`src/rtl/wb_write_queue.sv`:
```
// ---------------------------------------------------------------------------
// wb_write_queue
// In-order write-back queue in front of the register file write port.
// Collects write-back requests from the ALU and load pipes, drains one entry
// per cycle onto we3/wa3/wd3, and can forward not-yet-written data to the
// two read ports.
//
// Build option:
//   WBQ_FWD_EN  defined   -> read-port forwarding lookup is built
//               undefined -> fwd*_hit / fwd*_data tied to 0
//
// Ports:
//   clk, reset_n                clock, asynchronous active-low reset
//   alu_valid/alu_rd/alu_data   ALU write-back request
//   mem_valid/mem_rd/mem_data   load write-back request
//   in_ready                    room for both producers this cycle
//   we3/wa3/wd3                 register file write port (head entry)
//   ra1/ra2                     register file read addresses
//   fwd1_hit/fwd1_data          youngest pending write matching ra1
//   fwd2_hit/fwd2_data          youngest pending write matching ra2
//   count                       occupied entries
// ---------------------------------------------------------------------------
module wb_write_queue #(
  parameter int unsigned DEPTH = 4,
  parameter int unsigned AW    = 5,
  parameter int unsigned DW    = 64
) (
  input  logic                   clk,
  input  logic                   reset_n,
  input  logic                   alu_valid,
  input  logic [AW-1:0]          alu_rd,
  input  logic [DW-1:0]          alu_data,
  input  logic                   mem_valid,
  input  logic [AW-1:0]          mem_rd,
  input  logic [DW-1:0]          mem_data,
  output logic                   in_ready,
  output logic                   we3,
  output logic [AW-1:0]          wa3,
  output logic [DW-1:0]          wd3,
  input  logic [AW-1:0]          ra1,
  input  logic [AW-1:0]          ra2,
  output logic                   fwd1_hit,
  output logic [DW-1:0]          fwd1_data,
  output logic                   fwd2_hit,
  output logic [DW-1:0]          fwd2_data,
  output logic [$clog2(DEPTH):0] count
);

  localparam int unsigned PW = $clog2(DEPTH);
  localparam int unsigned CW = PW + 1;
  localparam logic [AW-1:0] XZR = AW'(31);

  logic [AW-1:0] r_rd   [DEPTH];
  logic [DW-1:0] r_data [DEPTH];
  logic [PW-1:0] r_wr_ptr;
  logic [PW-1:0] r_rd_ptr;
  logic [CW-1:0] r_count;

  logic          w_in_ready;
  logic          w_pop;
  logic          w_mem_push;
  logic          w_alu_push;
  logic [PW-1:0] w_alu_idx;
  logic [CW-1:0] w_count_next;

  // Accept only when both producers could be absorbed at once.
  assign w_in_ready = (r_count <= CW'(DEPTH - 2));
  assign w_pop      = (r_count != '0);

  // Writes to XZR are discarded at the door and never take a slot.
  assign w_mem_push = w_in_ready & mem_valid & (mem_rd != XZR);
  assign w_alu_push = w_in_ready & alu_valid & (alu_rd != XZR);

  // Load entry is older, so the ALU entry lands behind it when both push.
  assign w_alu_idx    = r_wr_ptr + PW'(w_mem_push);
  assign w_count_next = r_count + CW'(w_mem_push) + CW'(w_alu_push) - CW'(w_pop);

  // Queue storage, pointers and occupancy.
  always_ff @(posedge clk or negedge reset_n) begin
    if (!reset_n) begin
      r_wr_ptr <= '0;
      r_rd_ptr <= '0;
      r_count  <= '0;
      for (int unsigned i = 0; i < DEPTH; i++) begin
        r_rd[i]   <= '0;
        r_data[i] <= '0;
      end
    end else begin
      if (w_mem_push) begin
        r_rd[r_wr_ptr]   <= mem_rd;
        r_data[r_wr_ptr] <= mem_data;
      end
      if (w_alu_push) begin
        r_rd[w_alu_idx]   <= alu_rd;
        r_data[w_alu_idx] <= alu_data;
      end
      r_wr_ptr <= r_wr_ptr + PW'(w_mem_push) + PW'(w_alu_push);
      r_rd_ptr <= r_rd_ptr + PW'(w_pop);
      r_count  <= w_count_next;
    end
  end

  // Head entry presented to the register file; zeros when empty.
  always_comb begin
    we3 = 1'b0;
    wa3 = '0;
    wd3 = '0;
    if (w_pop) begin
      we3 = 1'b1;
      wa3 = r_rd[r_rd_ptr];
      wd3 = r_data[r_rd_ptr];
    end
  end

  assign in_ready = w_in_ready;
  assign count    = r_count;

`ifdef WBQ_FWD_EN
  // Scan oldest to youngest so the last match seen is the youngest.
  for (genvar p = 0; p < 2; p++) begin : g_fwd
    logic [AW-1:0] w_ra;
    logic          w_hit;
    logic [DW-1:0] w_fdata;

    assign w_ra = (p == 0) ? ra1 : ra2;

    always_comb begin
      w_hit   = 1'b0;
      w_fdata = '0;
      for (int unsigned k = 0; k < DEPTH; k++) begin
        if ((CW'(k) < r_count) && (w_ra != XZR) &&
            (r_rd[r_rd_ptr + PW'(k)] == w_ra)) begin
          w_hit   = 1'b1;
          w_fdata = r_data[r_rd_ptr + PW'(k)];
        end
      end
    end
  end

  assign fwd1_hit  = g_fwd[0].w_hit;
  assign fwd1_data = g_fwd[0].w_fdata;
  assign fwd2_hit  = g_fwd[1].w_hit;
  assign fwd2_data = g_fwd[1].w_fdata;
`else
  logic w_unused_ra;

  assign w_unused_ra = ^{ra1, ra2};
  assign fwd1_hit    = 1'b0;
  assign fwd1_data   = '0;
  assign fwd2_hit    = 1'b0;
  assign fwd2_data   = '0;
`endif

endmodule

```
`config.mk`:
```
export PLATFORM = sky130hd
export DESIGN_NAME = wb_write_queue
export DESIGN_NICKNAME = d
export VERILOG_FILES = /design/src/rtl/wb_write_queue.sv
export SDC_FILE = /design/constraint.sdc
export NUM_CORES = 1
export LEC_CHECK = 0
export ABC_AREA = 1
export BUFFER_PORTS_ARGS = -buffer_cell sky130_fd_sc_hd__buf_2
export CAP_MARGIN = 20
export CELL_PAD_IN_SITES_DETAIL_PLACEMENT = 2
export CELL_PAD_IN_SITES_GLOBAL_PLACEMENT = 2
export CORE_AREA = 2 2 261 263
export CTS_CLUSTER_SIZE = 10
export DETAILED_ROUTE_END_ITERATION = 10
export DIE_AREA = 0 0 263 265
export PLACE_DENSITY = 0.91
export SLEW_MARGIN = 10
export SYNTH_ARGS = -nofsm -noshare
export SYNTH_HDL_FRONTEND = slang
export SYNTH_SLANG_ARGS = --single-unit
```
`constraint.sdc`:
```
create_clock -name clk -period 3.2 [get_ports clk]
set_input_delay 0.32 -clock clk [delete_from_list [all_inputs] [get_ports clk]]
set_output_delay 0.32 -clock clk [all_outputs]
set_load 0.05 [all_outputs]
```
==> flow_metrics.tcl <==
set metrics [dict create \
    rsz0062_at_grt "false" \
    routed_wl_mm 87.0 \
    place_inst 4100 \
    tns_ns 0 \
    worstPathRequired_ns 2.88 \
    internal_power_mw 12.4 \
    worst_slew_pin_slew_ns 1.09 \
    hp-class "input pin to flip-flop" \
    drtIter0Drc 1076 \
    power.switching_mw 15.5 \
    die_area_um2 69700 \
    cts_buffers 39 \
    std_cell_rows 95 \
    antenna_found_initial 6 \
    cts.sinks 283 \
    grt_pass1_wl_mm 135 \
    synth_top_area_share_pct 35.7 \
    path_class "flip-flop to primary output" \
    seq_area_frac_synth_pct 35.7 \
    final_cells 4171 \
    layout_common_cells "nor2_1 (836), nand2_1 (563), inv_1 (355)" \
    finClkSkew_ns 0.0194 \
    die_h_um 265 \
    synth-seq-cells 283 \
    relSlewSlack_pct 27.3 \
    nets 3430 \
    status "completed" \
    dp_hpwl_mm 51.1 \
    clock_latency_ns 0.56 \
    power_mw 28.0 \
    grt_pass1_vias 23000 \
    yosys.area.top_type "dfrtp_1" \
    synth_warnings 0 \
    ys_top_cells_by_area "dfrtp_1 (36%), nor2_1 (16%), nand2_1 (11%)" \
    coreArea_um2 66800 \
    ant_nets 0 \
    leakage_nw 12.0 \
    h-tree-depth 2 \
    clk_pin_slew_worst_paths_ns 0.06 \
    overflow 0 \
    fmax_mhz 333 \
    cp-end-kind "primary output" \
    postSynthAreaPerCell_um2 6.23 \
    grt_max_degree 139 \
    p_clk_share_pct 15.5 \
    vdd_drop_max_mv 1.06 \
    hold-worst-slack_ns 0.0578 \
    swShare_pct 55.5 \
    power_frac_seq_pct 23.8 \
    period_minus_slack_ns 3.00 \
    drc 0 \
    finalMaxSlewViolations 0 \
    start_util_pct 29.7 \
    area_delta_synth_final_pct 12.9 \
    combPwrFrac_pct 60.7 \
    vias 21100 \
    maxCapViolations 0 \
    grt_use_total_pct 24.7 \
    netlist_area_um2 19900 \
    arrival_ns 2.68 \
    yosysUniqueCellTypes 22 \
    cts_root_buffer "clkbuf_16" \
    hold_viol_final 0 \
    netlist_instances 3190 \
    portBuffers 215 \
    finalSetupViolCount 0 \
    place_congestion 0.761 \
    cp-start-kind "flip-flop" \
    clockBufferDepth 3 \
    n_fill_cell 8227 \
    layout_commonest_cell "nor2_1" \
    powerDensity_nw_per_um2 1250 \
    finalCritPeriodShare_pct 93.8 \
    drive_gt1_share_pct 10.5 \
    die_w_um 263 \
    cts_tree "yes" \
    wl_per_cell_um 20.9 \
    hold_depth 3 \
    first_pass_iters 5 \
    vias_per_cell 5.07 \
    final_core_util_pct 33.6 \
    io_pins 356 \
    r2r_cells 15 \
    path_max_fanout 40 \
]
## per-stage QoR
step / instance area, µm² / setup slack, ns
floorplan: 20300 / 0.126
global placement: 21200 / 0.421
detailed placement: 21200 / 0.289
CTS: 22400 / 0.167
global route: 22400 / 0.127
finish: 22400 / 0.197
## logic make-up (layout without fill, tap and decap cells)
family,Yosys count,count (layout),share of synthesized area [%]
AOI/OAI and AO/OA,484,484,12.2
adders and majority gates,7,7,0.517
xor gates and xnor gates,3,3,0.132
buffers and inverters,721,699,17.6
DFF,283,283,35.7
other,1,131,0.0189
and+or+nand+nor,1691,1691,33.9
## sequential cells by signal (all words and copies together), names as in the netlist
signal,flops
r_data,256
r_rd,20
r_wr_ptr,2
count,3
r_rd_ptr,2
## power by group through the flow
stage / logic, mW / clock network (mW) / registers, mW
floorplan: 12.1 / 0 / 6.31
global placement: 16.2 / 0 / 6.45
detailed placement: 16.9 / 0 / 6.63
CTS: 17.1 / 4.44 / 6.62
global route: 18.5 / 4.56 / 6.84
finish: 17.0 / 4.34 / 6.66
## cells in the mapped netlist, drive strengths merged
master and count:
nor2 838, nand2 567, inv 359, a21oi 345
dfrtp 283, nand3 282, buf 268, o21ai 138
clkbuf 93, ha 5, nand3b 4, fa 2
xor2 2, clkinv 1, conb 1, o21bai 1
xnor2 1
## final timing paths
| path | to | slack [ns] | start |
|---|---|---|---|
| min | r_data[252] | 0.06 | alu_data[60] |
| max in group asynchronous | r_data[69] | 1.77 | reset_n |
| min reg2reg | r_data[137] | 0.53 | r_data[137] |
| max | wd3[30] | 0.20 | r_rd_ptr[0] |
| max reg2reg | r_rd[5] | 0.27 | count[0] |
| min in group asynchronous | r_rd[1] | 0.36 | reset_n |
## critical path, cell delays in order, from the launching register on
cell	delay [ns]
dfrtp_4	0.59
inv_4	0.35
buf_12	0.28
o21ai_0	0.15
a21oi_1	0.35
buf_2	0.34
## layer usage
metal  track usage (%)  share of wire (%)
met5                 0              0.071
met4              7.63                2.4
met3              3.19                3.8
met2              44.8                 51
met1              30.4                 43
## area by class of cell
| class | count | area (µm²) | share of cell area, % |
|---|---|---|---|
| diodes | 1 | 2.50 | 0.0112 |
| inverters | 360 | 1350 | 6.04 |
| multi-input cells | 2315 | 9880 | 44.0 |
| repair buffers | 272 | 1800 | 8.02 |
| well taps | 873 | 1090 | 4.87 |
| clock inverters | 6 | 58.8 | 0.262 |
| clock buffers | 61 | 1160 | 5.17 |
| flip-flops and latches | 283 | 7090 | 31.6 |
## repair_timing
item | 4_1_cts | 5_1_grt
setup buffers | 0 | 2
setup endpoints to repair | 0 | 28
gates resized for setup | 0 | 1
hold buffers | 1 | 0
endpoints found under the hold margin | 56 | 0
No activity file was read; power rests on OpenSTA's default activity.
